File: config.mk
export PLATFORM = sky130hd
export DESIGN_NAME = piso_tx_arbiter
export DESIGN_NICKNAME = d
export VERILOG_FILES = /design/src/rtl/piso_tx_pkg.sv /design/src/rtl/piso_shifter.sv /design/src/rtl/piso_tx_arbiter.sv
export SDC_FILE = /design/constraint.sdc
export NUM_CORES = 1
export LEC_CHECK = 0
export ABC_CLOCK_PERIOD_IN_PS = 1200
export BUFFER_PORTS_ARGS = -buffer_cell sky130_fd_sc_hd__buf_2
export CAP_MARGIN = 20
export CELL_PAD_IN_SITES_DETAIL_PLACEMENT = 0
export CELL_PAD_IN_SITES_GLOBAL_PLACEMENT = 1
export CORE_ASPECT_RATIO = 1.75
export CORE_MARGIN = 2
export CORE_UTILIZATION = 23
export DETAILED_ROUTE_END_ITERATION = 16
export MAX_ROUTING_LAYER = met4
export PLACE_DENSITY = 0.65
export RECOVER_POWER = 100
export SLEW_MARGIN = 20
export SYNTH_ARGS = -nofsm -noshare
export SYNTH_HDL_FRONTEND = slang
export SYNTH_SLANG_ARGS = --single-unit
File: constraint.sdc
create_clock -name clk -period 1.2 [get_ports clk]
set_input_delay 0.12 -clock clk [delete_from_list [all_inputs] [get_ports clk]]
set_output_delay 0.12 -clock clk [all_outputs]
set_load 0.01 [all_outputs]
File: src/rtl/piso_tx_pkg.sv
// Shared constants for the two-requester PISO transmit scheduler:
// FSM state encoding, source ids and the round-robin grant rule.
package piso_tx_pkg;

  localparam logic [1:0] ST_IDLE  = 2'd0;
  localparam logic [1:0] ST_SHIFT = 2'd1;
  localparam logic [1:0] ST_GAP   = 2'd2;

  localparam logic SRC_REQ0 = 1'b0;
  localparam logic SRC_REQ1 = 1'b1;

  // A lone requester always wins; on a tie the one not served last wins.
  function automatic logic pick_grant(input logic v0, input logic v1, input logic last);
    if (v0 && v1) return ~last;
    else if (v1) return SRC_REQ1;
    else return SRC_REQ0;
  endfunction

endpackage

File: src/rtl/piso_shifter.sv
// Parallel-in/serial-out shifter, MSB first, zero fill.
// Load has priority over shift; otherwise the word holds.
module piso_shifter #(
  parameter int WIDTH = 4
) (
  input  logic             clk,
  input  logic             reset,
  input  logic             load,
  input  logic             shift_en,
  input  logic [WIDTH-1:0] parallel_in,
  output logic             serial_out
);

  logic [WIDTH-1:0] r_shift;

  always_ff @(posedge clk) begin
    if (reset) begin
      r_shift <= '0;
    end else if (load) begin
      r_shift <= parallel_in;
    end else if (shift_en) begin
      r_shift <= {r_shift[WIDTH-2:0], 1'b0};
    end
  end

  assign serial_out = r_shift[WIDTH-1];

endmodule

File: src/rtl/piso_tx_arbiter.sv
// Round-robin scheduler for two word producers sharing one serial link.
// A granted word is loaded in IDLE, shifted out over WIDTH cycles, then GAP idles.
module piso_tx_arbiter
  import piso_tx_pkg::*;
#(
  parameter int WIDTH      = 4,
  parameter int GAP_CYCLES = 1
) (
  input  logic             clk,
  input  logic             reset,
  input  logic             req0_valid,
  input  logic [WIDTH-1:0] req0_data,
  output logic             req0_ready,
  input  logic             req1_valid,
  input  logic [WIDTH-1:0] req1_data,
  output logic             req1_ready,
  output logic             serial_out,
  output logic             serial_valid,
  output logic             serial_src,
  output logic             busy
);

  localparam int BW = $clog2(WIDTH + 1);
  localparam int GW = (GAP_CYCLES > 0) ? $clog2(GAP_CYCLES + 1) : 1;

  logic [1:0]       r_state;
  logic [1:0]       w_state_next;
  logic             r_last_grant;
  logic             r_src;
  logic [BW-1:0]    r_bit_cnt;
  logic [GW-1:0]    r_gap_cnt;
  logic             w_any_valid;
  logic             w_grant;
  logic             w_xfer;
  logic             w_last_bit;
  logic             w_shift_en;
  logic             w_shifter_msb;
  logic [WIDTH-1:0] w_load_data;

  assign w_any_valid = req0_valid | req1_valid;
  assign w_grant     = pick_grant(req0_valid, req1_valid, r_last_grant);
  // Ready is combinational, so the transfer must also be masked by reset.
  assign w_xfer      = !reset && (r_state == ST_IDLE) && w_any_valid;
  assign w_load_data = (w_grant == SRC_REQ1) ? req1_data : req0_data;
  assign w_shift_en  = (r_state == ST_SHIFT);
  assign w_last_bit  = w_shift_en && (r_bit_cnt == BW'(1));

  always_ff @(posedge clk) begin
    if (reset) r_state <= ST_IDLE;
    else       r_state <= w_state_next;
  end

  always_comb begin
    w_state_next = r_state;
    case (r_state)
      ST_IDLE:  if (w_any_valid) w_state_next = ST_SHIFT;
      ST_SHIFT: if (r_bit_cnt == BW'(1)) w_state_next = (GAP_CYCLES > 0) ? ST_GAP : ST_IDLE;
      ST_GAP:   if (r_gap_cnt == GW'(1)) w_state_next = ST_IDLE;
      default:  w_state_next = ST_IDLE;
    endcase
  end

  always_comb begin
    req0_ready   = w_xfer && (w_grant == SRC_REQ0);
    req1_ready   = w_xfer && (w_grant == SRC_REQ1);
    serial_valid = (r_state == ST_SHIFT);
    serial_out   = serial_valid & w_shifter_msb;
    serial_src   = r_src;
    busy         = (r_state != ST_IDLE);
  end

  always_ff @(posedge clk) begin
    if (reset) begin
      r_bit_cnt    <= '0;
      r_gap_cnt    <= '0;
      r_last_grant <= SRC_REQ1;
      r_src        <= SRC_REQ0;
    end else begin
      if (w_xfer) begin
        r_bit_cnt    <= BW'(WIDTH);
        r_last_grant <= w_grant;
        r_src        <= w_grant;
      end else if (w_shift_en) begin
        r_bit_cnt <= r_bit_cnt - BW'(1);
      end
      if (w_last_bit) begin
        r_gap_cnt <= GW'(GAP_CYCLES);
      end else if (r_state == ST_GAP) begin
        r_gap_cnt <= r_gap_cnt - GW'(1);
      end
    end
  end

  piso_shifter #(.WIDTH(WIDTH)) u_shifter (
    .clk        (clk),
    .reset      (reset),
    .load       (w_xfer),
    .shift_en   (w_shift_en),
    .parallel_in(w_load_data),
    .serial_out (w_shifter_msb)
  );

endmodule

==> Word-level counts from Yosys, hierarchy flattened <==
Cells that the tools add are included.
{ "totals": {"register_bits": 12, "output_inout_bits": 6, "elab_cells": 45} }
{ "classes": {"add_sub_neg": 2, "eq_ne": 6, "n_mux": 13, "n_bitwise": 4, "n_reduce_logical": 13} }
{ "op_table": {"columns": ["op", "count"], "rows": [
  ["4-bit two-way mux", 3],
  ["1-bit logical AND", 6],
  ["2-bit two-way mux", 3],
  ["3-bit two-way mux", 2],
  ["2-bit one-hot mux with 3 select lines", 1],
  ["2-bit nonzero test", 3],
  ["1-bit two-way mux", 4],
  ["2-bit != test, second input constant", 2],
  ["3-bit by 1-bit equality test with 1-bit output, second input constant", 1],
  ["3-bit AND reduction", 1],
  ["3-bit by 1-bit subtractor with 3-bit output, second input constant", 1],
  ["2-bit by 1-bit equality test with 1-bit output, second input constant", 1],
  ["2-bit equality test, second input constant", 1],
  ["2-bit zero test", 1],
  ["2-bit by 1-bit != test with 1-bit output, second input constant", 1],
  ["1-bit NOT", 2],
  ["2-bit OR reduction", 1],
  ["1-bit bitwise AND", 1],
  ["1-bit zero test", 1],
  ["1-bit OR", 1],
  ["1-bit subtractor, second input constant", 1]
]} }

==> Depth between registers and ports, before layout <==
{ "logic_depth": {"word_depth": 4, "depth_mapped": 6} }

==> Hierarchy <==
A second synthesis with hierarchy kept.
{ "hier_totals": {"cells_unflattened": 69, "hier_area_um2": 620.6} }
{ "modules_own_cells": {"columns": ["mod", "n_inst", "cells_each", "area_per_inst_um2", "seq_area_each_um2"], "rows": [
  ["piso_tx_arbiter", 1, 52, 447.9, 160.2],
  ["piso_shifter", 1, 17, 172.7, 80.1]
]} }

==> Worst setup path after synthesis <==
No wires, ideal clock.
{ "synth_timing": {"kind": "reg-to-reg", "start": "register r_state[0]", "end": "register u_shifter.r_shift[0]", "setup_time_ps": 127, "t_arrival_ps": 1088, "slack_ps": -16, "path_stages_with_launch": 7, "n_path_buf": 2, "period_less_slack_ps": 1216, "cell_sequence": "dfxtp_1 buf_6 nor3_2 and3_1 buf_6 a221oi_2 nor3_2"} }
{ "synth_between": {"elab_chain_cells": 4} }
{ "synth_rtl": {"columns": ["item", "line_no", "rtl"], "rows": [
  ["start: declaration", "piso_tx_arbiter.sv:26", "logic [1:0] r_state;"],
  ["start signal: assignment", "piso_tx_arbiter.sv:50", "else r_state <= w_state_next;"],
  ["2-bit zero test", "piso_tx_arbiter.sv:43", "assign w_xfer = !reset && (r_state == ST_IDLE) && w_any_valid;"],
  ["1-bit logical AND (2 in a row)", "piso_tx_arbiter.sv:43", null],
  ["4-bit two-way mux / 2-bit nonzero test (equally long branches)", null, null],
  ["end signal: assignment", "piso_shifter.sv:20", "r_shift <= parallel_in;"],
  ["end signal: assignment", "piso_shifter.sv:22", "r_shift <= {r_shift[WIDTH-2:0], 1'b0};"],
  ["end: declaration", "piso_shifter.sv:14", "logic [WIDTH-1:0] r_shift;"]
]} }
Parallel ways exist; a longest one is shown, timed or not.
A chain may end at the register's enable or synchronous reset.

==> Worst setup path after layout <==
{ "layout_timing": {"start": "register r_state[0]", "end": "output port req1_ready"} }
{ "layout_between": {"elab_chain_cells": 4} }
{ "layout_rtl": {"columns": ["item", "line_no", "rtl"], "rows": [
  ["2-bit zero test", "piso_tx_arbiter.sv:43", null],
  ["1-bit logical AND (2 in a row)", "piso_tx_arbiter.sv:43", null],
  ["1-bit logical AND", "piso_tx_arbiter.sv:65", "req1_ready = w_xfer && (w_grant == SRC_REQ1);"],
  ["end: declaration", "piso_tx_arbiter.sv:16", "output logic req1_ready,"]
]} }
No other way between the ends.

==> results.yml <==
run_status:
  status: "finished, violations left"
  violations: "negative setup slack"
global_routing:
  track_usage_pct: 13.0
  grt_overflow: 0
  first_global_vias: 674
  grt_pass1_wl_um: 2910
  antenna_found_initial: 0
  grt_max_degree: 13
yosys:
  synth-seq-area-share_pct: 36.9
  synth_compound_area_share_pct: 20.2
  synth_cell_types: 29
  synth_ff_type: "dfxtp_1"
  synth_edf_count: 0
  synth_top_family_by_area: "simple AND/OR/NAND/NOR gates"
  synth_nets: 89
  async_flop_share_pct: 0
  synth_warnings: 0
  syn_area_per_cell_sq_um: 8.67
  synth-seq-cells: 12
  synthAdderAreaFrac_pct: 3.85
  yosys.area_share.simple_pct: 23.1
  synth_xor_area_share_pct: 1.35
  synthCells: 75
  muxShareOfSynthArea_pct: 4.62
  synth_area_sq_um: 651
setup_path:
  start_kind: "flip-flop"
  critPathKind: "flip-flop to primary output"
  critPathMaxFanout: 5
  cp_data_required_time_ps: 1080
  cp-end-kind: "primary output"
  worstPathArrival_ps: 1110
pwr:
  intPower_w: 0.000810
  max-vdd-ir-drop_mv: 0.624
  p_sw_w: 0.000313
  power_w: 0.00112
  clockPowerShare_pct: 33.9
  power.share.switching_pct: 27.9
  leakagePower_nw: 0.422
  p_comb_share_pct: 24.8
  power_density_nw_per_um2: 1160
  seqPwrFrac_pct: 41.3
clocking:
  ctsHoldBuffers: 0
  htree_levels: 1
  ctsRootBufferMaster: "clkbuf_8"
  cts_inserted_buffers: 3
  clock_latency_ps: 250
  clk_pin_slew_worst_paths_ps: 50
  clk_path_buf_depth: 2
  clock_sinks: 12
  cts_tree: "built"
routing:
  firstDrtPassIters: 4
  antenna_left: 0
  drt-wirelength-per-cell_um: 13.6
  detail_route.vias_per_cell: 4.90
  routed_wl_um: 1790
  vias: 642
  drc: 0
  drt_iter0_markers: 7
floorplan:
  die_area_sq_um: 3290
  core_area_sq_um: 2690
  rows: 25
  die_y_um: 74.4
  start_util_pct: 24.2
  die_w_um: 44.2
  io_pins: 18
sta:
  tightest_slew_ps: 398
  skew_ps: 4.55
  setup_violations: 2
  fin_crit_ps: 1230
  rsz0062_at_grt: "yes"
  finalMaxSlewViolations: 0
  layout_setup_ws_ps: -28.5
  min_period_over_period_pct: 102
  hold_viol_final: 0
  max_slew_margin_pct: 73.3
  fmax_ghz: 0.814
final_layout:
  antenna_cells: 0
  nets: 120
  final_cell_mix: "buf_2, buf_4, dfxtp_1, nor2_1, buf_6"
  drive_gt1_share_pct: 47.1
  syn_to_final_growth_pct: 49.2
placement:
  port-buffer-count: 17
  post-place-ws_ps: -39.5
  dpl.hpwl_um: 1220
  place.gp.congestion: 0.721
worst_hold_path:
  hold_path_class: "input port to flip-flop"
flow_run:
  maxCapViolCount: 0
[kinds of logic (layout without fill, tap and decap cells)]
kind of cell	Yosys count	in the layout
and+or+nand+nor	28	28
AOI/OAI and AO/OA	19	19
DFF	12	12
buffers and inverters	10	39
muxes	3	3
adders and majority gates	2	2
xor gates and xnor gates	1	1
[what timing repair did]
item,in CTS,in global routing
pin swaps,7,8
buffers inserted,6,2
setup endpoints to repair,14,12
resized for setup,21,8
[metrics by stage]
stage	cell area (sq um)	instances	TNS (ps)	utilization [%]	hold WS (ps)
CTS	930	129	-61.5	34.6	129
global route	971	131	-397	36.1	150
detailed placement	772	120	-187	28.7	390
finish	971	131	-54.1	36.1	139
floorplan	651	75	0	-	262
global placement	772	120	-156	28.7	379
[registers in the layout (all words and copies together), names as in the netlist]
register           count
u_shifter.r_shift      4
r_gap_cnt              1
serial_src             1
r_last_grant           1
r_bit_cnt              3
r_state                2
[layout make-up]
| class | instances | area (sq um) |
|---|---|---|
| fill | 287 | 1720 |
| multi-input combinational | 53 | 405 |
| sequential | 12 | 249 |
| timing repair buffer | 32 | 226 |
| clock buffer | 3 | 41.3 |
| tap | 27 | 33.8 |
| inverter | 4 | 15.0 |
[power groups by stage]
| stage | clock, W | combinational [W] | sequential [W] |
|---|---|---|---|
| finish | 0.000380 | 0.000279 | 0.000464 |
| global route | 0.000416 | 0.000306 | 0.000469 |
| CTS | 0.000392 | 0.000261 | 0.000463 |
| detailed placement | 0 | 0.000213 | 0.000470 |
| global placement | 0 | 0.000209 | 0.000469 |
| floorplan | 0 | 0.000147 | 0.000462 |
[critical path, stage by stage (launching register included)]
cell     delay, ps
dfxtp_4        360
nor3_4         170
and3_4         230
buf_6          100
[path summary, 6_finish.rpt]
| kind | startpoint | endpoint | slack [ps] | cells after the start |
|---|---|---|---|---|
| max reg2reg | r_state[0] | r_bit_cnt[2] | 20 | 4 |
| min | req1_data[1] | u_shifter.r_shift[1] | 140 | 3 |
| min reg2reg | r_last_grant | r_last_grant | 470 | 2 |
| max | r_state[0] | req1_ready | -30 | 3 |
[cells in the mapped netlist, types with 2 or more instances]
| cell | instances | area [sq um] |
|---|---|---|
| dfxtp_1 | 12 | 240 |
| nor2_1 | 9 | 33.8 |
| a21oi_1 | 6 | 30.0 |
| inv_1 | 4 | 15.0 |
| nand2_1 | 4 | 15.0 |
| nand2b_1 | 4 | 25.0 |
| o21bai_1 | 4 | 30.0 |
| a31oi_1 | 3 | 18.8 |
| buf_6 | 3 | 33.8 |
| mux2i_1 | 3 | 30.0 |
| and3_1 | 2 | 12.5 |
| ha_1 | 2 | 25.0 |
| nor2b_1 | 2 | 12.5 |
| nor3_2 | 2 | 20.0 |
[layer usage]
layer  wire [um]  up-vias  global-route usage, %
met5           0        -                      -
met4          44        0                   8.08
met3          67        5                   3.16
met2        1020       10                   23.4
met1         653      311                   11.7
li1            -      316                      -
(Power assumes the default switching activity.)
